<file path="config.mk">
export PLATFORM = sky130hd
export DESIGN_NAME = register_file_sb_flat
export DESIGN_NICKNAME = d
export VERILOG_FILES = /design/src/rtl/register_file_sb_if.sv /design/src/rtl/register_file_sb.sv /design/src/flat_wrapper.sv
export SDC_FILE = /design/constraint.sdc
export NUM_CORES = 1
export LEC_CHECK = 0
export CORE_MARGIN = 2
export CORE_UTILIZATION = 40
export CTS_CLUSTER_DIAMETER = 100
export DETAILED_ROUTE_END_ITERATION = 10
export MAX_ROUTING_LAYER = met4
export SLEW_MARGIN = 0
export SYNTH_ARGS = -nofsm -noshare
export SYNTH_HDL_FRONTEND = slang
export SYNTH_SLANG_ARGS = --single-unit
</file>
<file path="constraint.sdc">
create_clock -name CLK -period 5.5 [get_ports CLK]
set_input_delay 0.825 -clock CLK [delete_from_list [all_inputs] [get_ports CLK]]
set_output_delay 0.825 -clock CLK [all_outputs]
set_load 0.02 [all_outputs]
</file>
<file path="src/rtl/register_file_sb_if.sv">
// Decode/writeback side of the register file: read ports, write port, reservation and bulk clear.
// Every command (WEN, rsv_en, clr_req) is a one-cycle strobe taken at CLK rise; there is no ready, and commands are dropped while clr_busy is high.
interface register_file_sb_if #(
    parameter int NUM_REGS = 16,
    parameter int DATA_W   = 16
);
    localparam int SEL_W = $clog2(NUM_REGS);

    logic              WEN;
    logic [SEL_W-1:0]  wsel;
    logic [DATA_W-1:0] wdat;
    logic [SEL_W-1:0]  rsel1;
    logic [SEL_W-1:0]  rsel2;
    logic [DATA_W-1:0] rdat1;
    logic [DATA_W-1:0] rdat2;
    logic              busy1;
    logic              busy2;
    logic              rsv_en;
    logic [SEL_W-1:0]  rsv_sel;
    logic              clr_req;
    logic              clr_busy;

    modport master (
        output WEN, wsel, wdat, rsel1, rsel2, rsv_en, rsv_sel, clr_req,
        input  rdat1, rdat2, busy1, busy2, clr_busy
    );

    modport slave (
        input  WEN, wsel, wdat, rsel1, rsel2, rsv_en, rsv_sel, clr_req,
        output rdat1, rdat2, busy1, busy2, clr_busy
    );
endinterface

</file>
<file path="src/rtl/register_file_sb.sv">
// Register file with two combinational read ports, RAW scoreboard and a sequenced bulk-clear engine.
// Optional macro REGFILE_BYPASS_EN adds same-cycle write-to-read forwarding on both read ports.
module register_file_sb #(
    parameter int NUM_REGS = 16,
    parameter int DATA_W   = 16,
    parameter int ZERO_REG = 1
) (
    input  logic               CLK,
    input  logic               nRST,
    register_file_sb_if.slave  rf,
    output logic               dbg_state_o
);
    localparam int SEL_W = $clog2(NUM_REGS);
    localparam logic [SEL_W-1:0] LAST_IDX = SEL_W'(NUM_REGS - 1);

    typedef enum logic {
        IDLE  = 1'b0,
        CLEAR = 1'b1
    } state_e;

    state_e            state_q;
    logic [SEL_W-1:0]  ptr_q;
    logic              clr_busy_q;

    logic [DATA_W-1:0] regs_q [NUM_REGS];
    logic [DATA_W-1:0] regs_d [NUM_REGS];
    logic [NUM_REGS-1:0] sb_q;
    logic [NUM_REGS-1:0] sb_d;

    function automatic logic is_zero(input logic [SEL_W-1:0] idx);
        return (ZERO_REG != 0) && (idx == '0);
    endfunction

    // Terminal compare on the last index ends the sweep before the pointer could wrap.
    always_ff @(posedge CLK or negedge nRST) begin
        if (!nRST) begin
            state_q    <= IDLE;
            ptr_q      <= '0;
            clr_busy_q <= 1'b0;
        end else begin
            case (state_q)
                IDLE: begin
                    if (rf.clr_req) begin
                        state_q    <= CLEAR;
                        ptr_q      <= '0;
                        clr_busy_q <= 1'b1;
                    end
                end
                CLEAR: begin
                    if (ptr_q == LAST_IDX) begin
                        state_q    <= IDLE;
                        ptr_q      <= '0;
                        clr_busy_q <= 1'b0;
                    end else begin
                        ptr_q <= ptr_q + 1'b1;
                    end
                end
                default: begin
                    state_q    <= IDLE;
                    ptr_q      <= '0;
                    clr_busy_q <= 1'b0;
                end
            endcase
        end
    end

    // Reserve is applied after the write so a same-index reserve leaves the entry busy.
    always_comb begin
        regs_d = regs_q;
        sb_d   = sb_q;
        if (state_q == CLEAR) begin
            regs_d[ptr_q] = '0;
            sb_d[ptr_q]   = 1'b0;
        end else begin
            if (rf.WEN && !is_zero(rf.wsel)) begin
                regs_d[rf.wsel] = rf.wdat;
                sb_d[rf.wsel]   = 1'b0;
            end
            if (rf.rsv_en && !is_zero(rf.rsv_sel)) begin
                sb_d[rf.rsv_sel] = 1'b1;
            end
        end
    end

    always_ff @(posedge CLK or negedge nRST) begin
        if (!nRST) begin
            for (int i = 0; i < NUM_REGS; i++) begin
                regs_q[i] <= '0;
            end
            sb_q <= '0;
        end else begin
            regs_q <= regs_d;
            sb_q   <= sb_d;
        end
    end

`ifdef REGFILE_BYPASS_EN
    logic fwd_ok;
    assign fwd_ok = rf.WEN && !is_zero(rf.wsel) && (state_q == IDLE);
`endif

    always_comb begin
        rf.rdat1 = is_zero(rf.rsel1) ? '0 : regs_q[rf.rsel1];
        rf.busy1 = !is_zero(rf.rsel1) && sb_q[rf.rsel1];
        rf.rdat2 = is_zero(rf.rsel2) ? '0 : regs_q[rf.rsel2];
        rf.busy2 = !is_zero(rf.rsel2) && sb_q[rf.rsel2];
`ifdef REGFILE_BYPASS_EN
        if (fwd_ok && (rf.wsel == rf.rsel1)) begin
            rf.rdat1 = rf.wdat;
            rf.busy1 = 1'b0;
        end
        if (fwd_ok && (rf.wsel == rf.rsel2)) begin
            rf.rdat2 = rf.wdat;
            rf.busy2 = 1'b0;
        end
`endif
    end

    assign rf.clr_busy  = clr_busy_q;
    assign dbg_state_o  = (state_q == CLEAR);
endmodule

</file>
<file path="src/flat_wrapper.sv">
// flat-port wrapper written by rule: the top's interface ports become plain ports
module register_file_sb_flat 
#(
    parameter int NUM_REGS = 16,
    parameter int DATA_W   = 16,
    parameter int ZERO_REG = 1
)
  (CLK, nRST, dbg_state_o, rf_WEN, rf_wsel, rf_wdat, rf_rsel1, rf_rsel2, rf_rsv_en, rf_rsv_sel, rf_clr_req, rf_rdat1, rf_rdat2, rf_busy1, rf_busy2, rf_clr_busy);
  register_file_sb_if #(.NUM_REGS(NUM_REGS), .DATA_W(DATA_W)) rf_i ();
  input  logic CLK;
  input  logic nRST;
  output logic dbg_state_o;
  input wire logic [$bits(rf_i.WEN)-1:0] rf_WEN;
  input wire logic [$bits(rf_i.wsel)-1:0] rf_wsel;
  input wire logic [$bits(rf_i.wdat)-1:0] rf_wdat;
  input wire logic [$bits(rf_i.rsel1)-1:0] rf_rsel1;
  input wire logic [$bits(rf_i.rsel2)-1:0] rf_rsel2;
  input wire logic [$bits(rf_i.rsv_en)-1:0] rf_rsv_en;
  input wire logic [$bits(rf_i.rsv_sel)-1:0] rf_rsv_sel;
  input wire logic [$bits(rf_i.clr_req)-1:0] rf_clr_req;
  output wire logic [$bits(rf_i.rdat1)-1:0] rf_rdat1;
  output wire logic [$bits(rf_i.rdat2)-1:0] rf_rdat2;
  output wire logic [$bits(rf_i.busy1)-1:0] rf_busy1;
  output wire logic [$bits(rf_i.busy2)-1:0] rf_busy2;
  output wire logic [$bits(rf_i.clr_busy)-1:0] rf_clr_busy;
  assign rf_i.WEN = rf_WEN;
  assign rf_i.wsel = rf_wsel;
  assign rf_i.wdat = rf_wdat;
  assign rf_i.rsel1 = rf_rsel1;
  assign rf_i.rsel2 = rf_rsel2;
  assign rf_i.rsv_en = rf_rsv_en;
  assign rf_i.rsv_sel = rf_rsv_sel;
  assign rf_i.clr_req = rf_clr_req;
  assign rf_rdat1 = rf_i.rdat1;
  assign rf_rdat2 = rf_i.rdat2;
  assign rf_busy1 = rf_i.busy1;
  assign rf_busy2 = rf_i.busy2;
  assign rf_clr_busy = rf_i.clr_busy;
  register_file_sb #(.NUM_REGS(NUM_REGS), .DATA_W(DATA_W), .ZERO_REG(ZERO_REG)) u_core (.CLK(CLK), .nRST(nRST), .rf(rf_i), .dbg_state_o(dbg_state_o));
endmodule
</file>
==> key figures, run 1 <==
Outcome
  • Status: finished clean

Timing
  • Min cycle time layout: 4.49 ns
  • Actual slew at the worst max-slew pin: 1.20 ns
  • Fmax: 223 MHz
  • Clock Skew: 0.0177 ns
  • Final period util: 0.816
  • Final Slew Violations: 0
  • Fin Setup TNS: 0 ns
  • Final setup viols: 0
  • Worst slew margin: 0.199
  • Fin. Hold Viols: 0
  • RSZ-0062 raised after global routing: false

Routing
  • 1st-pass router iterations: 6
  • Initial DRC count: 1,156
  • Final wirelength: 46.7 mm
  • Via count: 10,257
  • DRC Markers: 0
  • WL/cell: 30.4 um
  • Via density: 6.69
  • Antenna Nets Post-Route: 0

Cells and area
  • Post-Route Utilization: 0.463
  • Antenna diodes: 0
  • Syn-to-layout area delta: 15.1%
  • Filler cells: 3,055
  • Ratio of cells with drive above 1 in the final layout: 0.242
  • Final nets: 1,098

Setup path
  • Critical Path Stages: 7
  • Startpoint Class: input port
  • CP max stage cell: clkdlybuf4s50_1
  • Worst path arrival time: 3.66 ns
  • Worst Path Required: 4.68 ns
  • Reg-to-Reg End: u_core.regs_q[191]
  • Worst r2r path cells: 6
  • Setup crit end kind: output port
  • CP startpoint: rf_rsel1[0]
  • Worst setup path end: rf_rdat1[2]
  • Buf/Inv on CP: 3
  • Reg-to-Reg Start: u_core.dbg_state_o
  • Worst-path maximum fanout: 16
  • CP Class: in -> out
  • Worst path max stage delay: 0.84 ns
  • Register-to-Register Setup Slack: 2.66 ns
  • Most used cell, CP: clkdlybuf4s50_1
  • Crit path max-delay family: buffers and inverters
  • CP cell instances: clkdlybuf4s50_1, buf_4, or2_2, a221o_1, o21ai_0, a21oi_1, clkdlybuf4s50_1

Logic synthesis
  • Flops & latches, synth: 261
  • Asr flop ratio synth: 1.00
  • Sequential cell area fraction in the yosys report: 0.473
  • Main synth FF type: dfrtp_1
  • Yosys warning count: 0
  • Synth top area cells: dfrtp_1 47%, mux4_2 17%, a22o_1 15%
  • Synthesized instance count: 1,024
  • EDFF count, synth: 0
  • Yosys top cell by area: dfrtp_1
  • Syn nets: 1,065
  • Share of the synthesized area in the top cell type: 0.473
  • Syn Std Cell Area: 13,800 um2
  • Synth Area per Inst: 13.5 um2
  • Distinct cell type count after synthesis: 45

Placement
  • GPL Wtd Cong: 0.827
  • Port-buffer cells: 72
  • Final HPWL DP: 27.4 mm

Die
  • Die height: 190 um
  • Num ports: 73
  • DIE AREA: 36,000 um2
  • CORE AREA: 34,300 um2
  • Horiz. Die Dim: 190 um
  • Initial core utilization: 0.403
  • Std-Cell Rows: 68

GRT
  • Vias in the first global route: 10,352
  • Initial antenna violation count: 0
  • GR Overflow Total: 0
  • Largest net degree at the start of global routing: 114
  • Total GRT Usage: 0.271
  • First-pass GRT wire length: 70.1 mm

Job
  • Max Cap Violations: 0

Power
  • Pwr Total: 6.32 mW
  • Leak Pwr: 6.98 nW
  • Peak supply drop: 0.299 mV
  • PwrDens: 398 nW/um2

Clock network
  • Worst-path clk slew: 0.06 ns
  • Clk Latency, worst-skew pair: 0.57 ns
  • CTS tree: yes
  • CTS root buffer: clkbuf_16
  • Post-CTS Setup Bufs: 0
  • Hold-fix buffers, CTS: 0
  • Clock sinks: 261
  • Post-CTS Resized: 0
  • TritonCTS Buffers: 30
  • H-Tree Depth: 1
  • Bufs on Longest Clock Path: 3

Worst hold path
  • Hold Path Class: in -> async
==> cell usage in the layout (no fill, tap or decap), types with 6 or more instances in the layout <==
cell type | Yosys | final
nand2_1 | 45 | 45
clkbuf_8 | 0 | 8
nor2_1 | 7 | 6
nor2b_1 | 18 | 18
a21oi_4 | 4 | 7
mux4_2 | 102 | 102
clkbuf_16 | 0 | 31
a221oi_1 | 15 | 15
mux2_2 | 33 | 33
clkdlybuf4s50_1 | 0 | 65
buf_4 | 12 | 43
a22o_1 | 238 | 238
o21ai_0 | 36 | 36
a221o_1 | 30 | 30
dfrtp_1 | 261 | 261
nor3_1 | 17 | 17
a21oi_1 | 21 | 21
a21oi_2 | 10 | 7
mux2i_1 | 23 | 23
nor2_2 | 8 | 9
clkbuf_1 | 42 | 7
==> how the worst min path moves through the flow <==
stage                         end                from  cells after the start  slack, ns
4_1_cts        u_core.regs_q[173]                nRST                      1       0.38
3_3_place_gp   u_core.rf.clr_busy  u_core.rf.clr_busy                      2       0.47
3_5_place_dp   u_core.rf.clr_busy  u_core.rf.clr_busy                      2       0.47
2_1_floorplan   u_core.regs_q[85]   u_core.regs_q[85]                      1       0.48
5_1_grt        u_core.regs_q[141]                nRST                      1       0.40
6_report       u_core.regs_q[173]                nRST                      1       0.33
==> area by class of cell <==
type | instances | area (um2) | area share
Sequential cell | 261 | 6530 | 0.411
Clock buffer | 46 | 912 | 0.0574
Multi-Input combinational cell | 648 | 6730 | 0.424
Inverter | 4 | 15.0 | 0.000945
Tap cell | 455 | 569 | 0.0358
Clock inverter | 7 | 113 | 0.00709
Timing Repair Buffer | 112 | 1020 | 0.0641
==> stage by stage <==
step,instances,setup slack (ns),hold slack (ns),instance area [um2]
floorplan,1024,2.37,0.477,13800
global placement,1480,1.13,0.468,14900
detailed placement,1480,1.11,0.475,14900
CTS,1533,1.10,0.378,15900
global route,1533,0.965,0.400,15900
finish,1533,1.01,0.325,15900
==> registers in the layout, summed over array words and instances (netlist names) <==
signal              cells
u_core.regs_q         240
u_core.sb_q            15
u_core.ptr_q            4
u_core.dbg_state_o      1
u_core.rf.clr_busy      1
==> worst register-to-register path, delay by kind of cell, from the launching register on <==
family                 cells  cell delay (ns)
buffers and inverters      2             0.64
flip-flops                 1             0.81
AND/OR/NAND/NOR            2             0.45
AO/OA/AOI/OAI              2             0.89
==> layer usage <==
metal	vias up	global-route usage	wire, um
met5	-	-	0
met4	0	0.0638	1140
met3	86	0.0533	4230
met2	603	0.401	21400
met1	5373	0.389	19900
li1	4195	-	-
==> cells by family after synthesis <==
group,after synthesis,share of synthesized area
AOI/OAI and AO/OA,363,0.219
DFF,261,0.473
muxes,158,0.210
and+or+nand+nor,122,0.0527
buffers and inverters,115,0.0411
adders and majority gates,4,0.00362
xor gates and xnor gates,1,0.000634
==> cells in the mapped netlist (all sizes together) (2+ instances only) <==
| library cell | instances |
|---|---|
| a21oi | 35 |
| mux2i | 23 |
| a22o | 238 |
| nor3 | 20 |
| nand2b | 4 |
| clkbuf | 42 |
| o21ai | 36 |
| ha | 4 |
| buf | 69 |
| nand4bb | 2 |
| mux4 | 102 |
| nor3b | 4 |
| a211oi | 2 |
| nand2 | 45 |
| inv | 4 |
| a221oi | 15 |
| nor2 | 18 |
| nand3 | 2 |
| mux2 | 33 |
| a221o | 30 |
| o31ai | 4 |
| and3 | 3 |
| dfrtp | 261 |
| nor2b | 18 |
==> power by group <==
group / internal [mW] / switching [mW]
sequential: 2.29 / 0.326
clock: 1.27 / 0.812
combinational: 0.755 / 0.868
total: 4.31 / 2.01
(Power assumes the default switching activity.)
==> inputs of run 2 (changes only) <==
clock period = 3.7 ns   (was 5.5 ns; I/O delays follow)
==> run 2 against run 1 <==
  * The flow now finishes with violations (hold timing)
  * Sequential share of layout area decreased by 0.78 points
  * Combinational power is 52% higher
  * Clock power increased by 52%
  * Cell count rose by 1.8%
  * Critical endpoint is now rf_rdat2[0]
==> key figures, run 2 (same netlist as run 1, synthesis figures left out) <==
Cells and area
  • Largest register FFs: 240
  • Final nets: 1,123
  • Largest registers: u_core.regs_q: 240 flops, u_core.sb_q: 15 flops, u_core.ptr_q: 4 flops
  • Ratio of cells with drive above 1 in the final layout: 0.262
  • Antenna diodes: 0
  • Top reg by flops: u_core.regs_q
  • Commonest non-fill, non-tap cells in the layout: 261 x dfrtp_1, 238 x a22o_1, 102 x mux4_2, 65 x clkdlybuf4s50_1, 61 x buf_4
  • Syn-to-layout area delta: 17.3%
  • Filler cells: 2,986
  • Commonest non-fill, non-tap cell in the layout: dfrtp_1

Clock network
  • TritonCTS Buffers: 30
  • Clk Latency, worst-skew pair: 0.57 ns
  • Post-CTS Setup Bufs: 0
  • Bufs on Longest Clock Path: 3
  • Post-CTS Resized: 0
  • Clock sinks: 261
  • CTS tree: yes
  • CTS root buffer: clkbuf_16
  • H-Tree Depth: 1
  • Hold-fix buffers, CTS: 0
  • Worst-path clk slew: 0.06 ns

Timing
  • Fmax: 295 MHz
  • Min cycle time layout: 3.39 ns
  • Fin Setup TNS: 0 ns
  • Final setup viols: 0
  • Fin. Hold Viols: 2
  • Actual slew at the worst max-slew pin: 1.20 ns
  • Hold Worst Slack: -0.00891 ns
  • Final period util: 0.917
  • Worst slew margin: 0.196
  • RSZ-0062 raised after global routing: false
  • Final Slew Violations: 0
  • Clock Skew: 0.0111 ns

GRT
  • Met2 GRT Util: 0.401
  • Met1 GRT Util: 0.377
  • Vias in the first global route: 10,834
  • Global Route met3 Usage: 0.0496
  • Initial antenna violation count: 0
  • First-pass GRT wire length: 70.6 mm
  • GR Overflow Total: 0
  • Largest net degree at the start of global routing: 102
  • Total GRT Usage: 0.270
  • Gr busiest metal: met2

Setup path
  • Worst path arrival time: 2.84 ns
  • Crit path max-delay family: buffers and inverters
  • Buf/Inv on CP: 4
  • Worst-path maximum fanout: 26
  • CP cell instances: buf_4, buf_12, buf_4, mux4_2, nor2b_1, nor3_1, a221o_1, clkdlybuf4s50_1
  • Startpoint Class: input port
  • Worst Path Required: 3.14 ns
  • Most used cell, CP: buf_4
  • Setup crit end kind: output port
  • CP Class: in -> out
  • CP max stage cell: clkdlybuf4s50_1
  • Worst path max stage delay: 0.56 ns

Routing
  • Final wirelength: 46.5 mm
  • Via density: 6.71
  • WL/cell: 29.8 um
  • Initial DRC count: 1,026
  • DRC Markers: 0
  • Antenna Nets Post-Route: 0
  • Via count: 10,469
  • 1st-pass router iterations: 5

Die
  • Num ports: 73
  • Die height: 190 um
  • Horiz. Die Dim: 190 um
  • Std-Cell Rows: 68
  • CORE AREA: 34,300 um2
  • DIE AREA: 36,000 um2
  • Initial core utilization: 0.403

Job
  • Max Cap Violations: 0

Placement
  • Final HPWL DP: 29.1 mm
  • Port-buffer cells: 72
  • GPL Wtd Cong: 0.836

Worst hold path
  • Hold Path Class: in -> async

Power
  • Pwr Total: 9.50 mW
  • Leak Pwr: 7.14 nW
  • Peak supply drop: 0.437 mV
  • PwrDens: 587 nW/um2

Outcome
  • Status: finished with violations
  • Violated checks: hold timing
## run 2: final timing paths
| kind | start | to | slack, ns | cells past startpoint |
|---|---|---|---|---|
| setup / recovery | rf_rsel2[1] | rf_rdat2[0] | 0.31 | 8 |
| max in group asynchronous | nRST | u_core.regs_q[60] | 2.68 | 2 |
| min in group CLK | u_core.rf.clr_busy | u_core.rf.clr_busy | 0.48 | 2 |
| hold reg to reg | u_core.rf.clr_busy | u_core.rf.clr_busy | 0.48 | 2 |
| hold / removal | nRST | u_core.regs_q[140] | -0.009 | 1 |
| setup reg to reg | u_core.dbg_state_o | u_core.regs_q[91] | 1.08 | 5 |
## run 2: layer usage
layer / wire [um] / share of wire
met5: 0 / 0
met4: 1630 / 0.035
met3: 3570 / 0.077
met2: 21300 / 0.46
met1: 20000 / 0.43
## run 2: cell type report
cell class                      instances  area [um2]  area share
Multi-Input combinational cell        648        6730       0.416
Clock buffer                           44         895      0.0552
Timing Repair Buffer                  137        1290      0.0799
Clock inverter                         11         161     0.00996
Sequential cell                       261        6530       0.403
Tap cell                              455         569      0.0351
Inverter                                4        15.0    0.000927
## run 2: stage by stage
step	instance area [um2]	std cells	setup slack [ns]	utilization	hold slack (ns)
3_3_place_gp	15100	1505	0.366	0.442	0.468
2_1_floorplan	13800	1024	1.11	-	0.259
3_5_place_dp	15100	1505	0.376	0.442	0.471
5_1_grt	16200	1560	0.263	0.472	0.0753
4_1_cts	16200	1560	0.360	0.472	0.0688
6_report	16200	1560	0.309	0.472	-0.00891
## run 2: report_power, final
group / leakage (nW) / internal [mW] / switching (mW) / total (mW)
Clock: 0.520 / 1.94 / 1.22 / 3.16
Sequential: 3.59 / 3.40 / 0.473 / 3.87
Combinational: 3.03 / 1.16 / 1.30 / 2.47
Total: 7.14 / 6.51 / 2.99 / 9.50
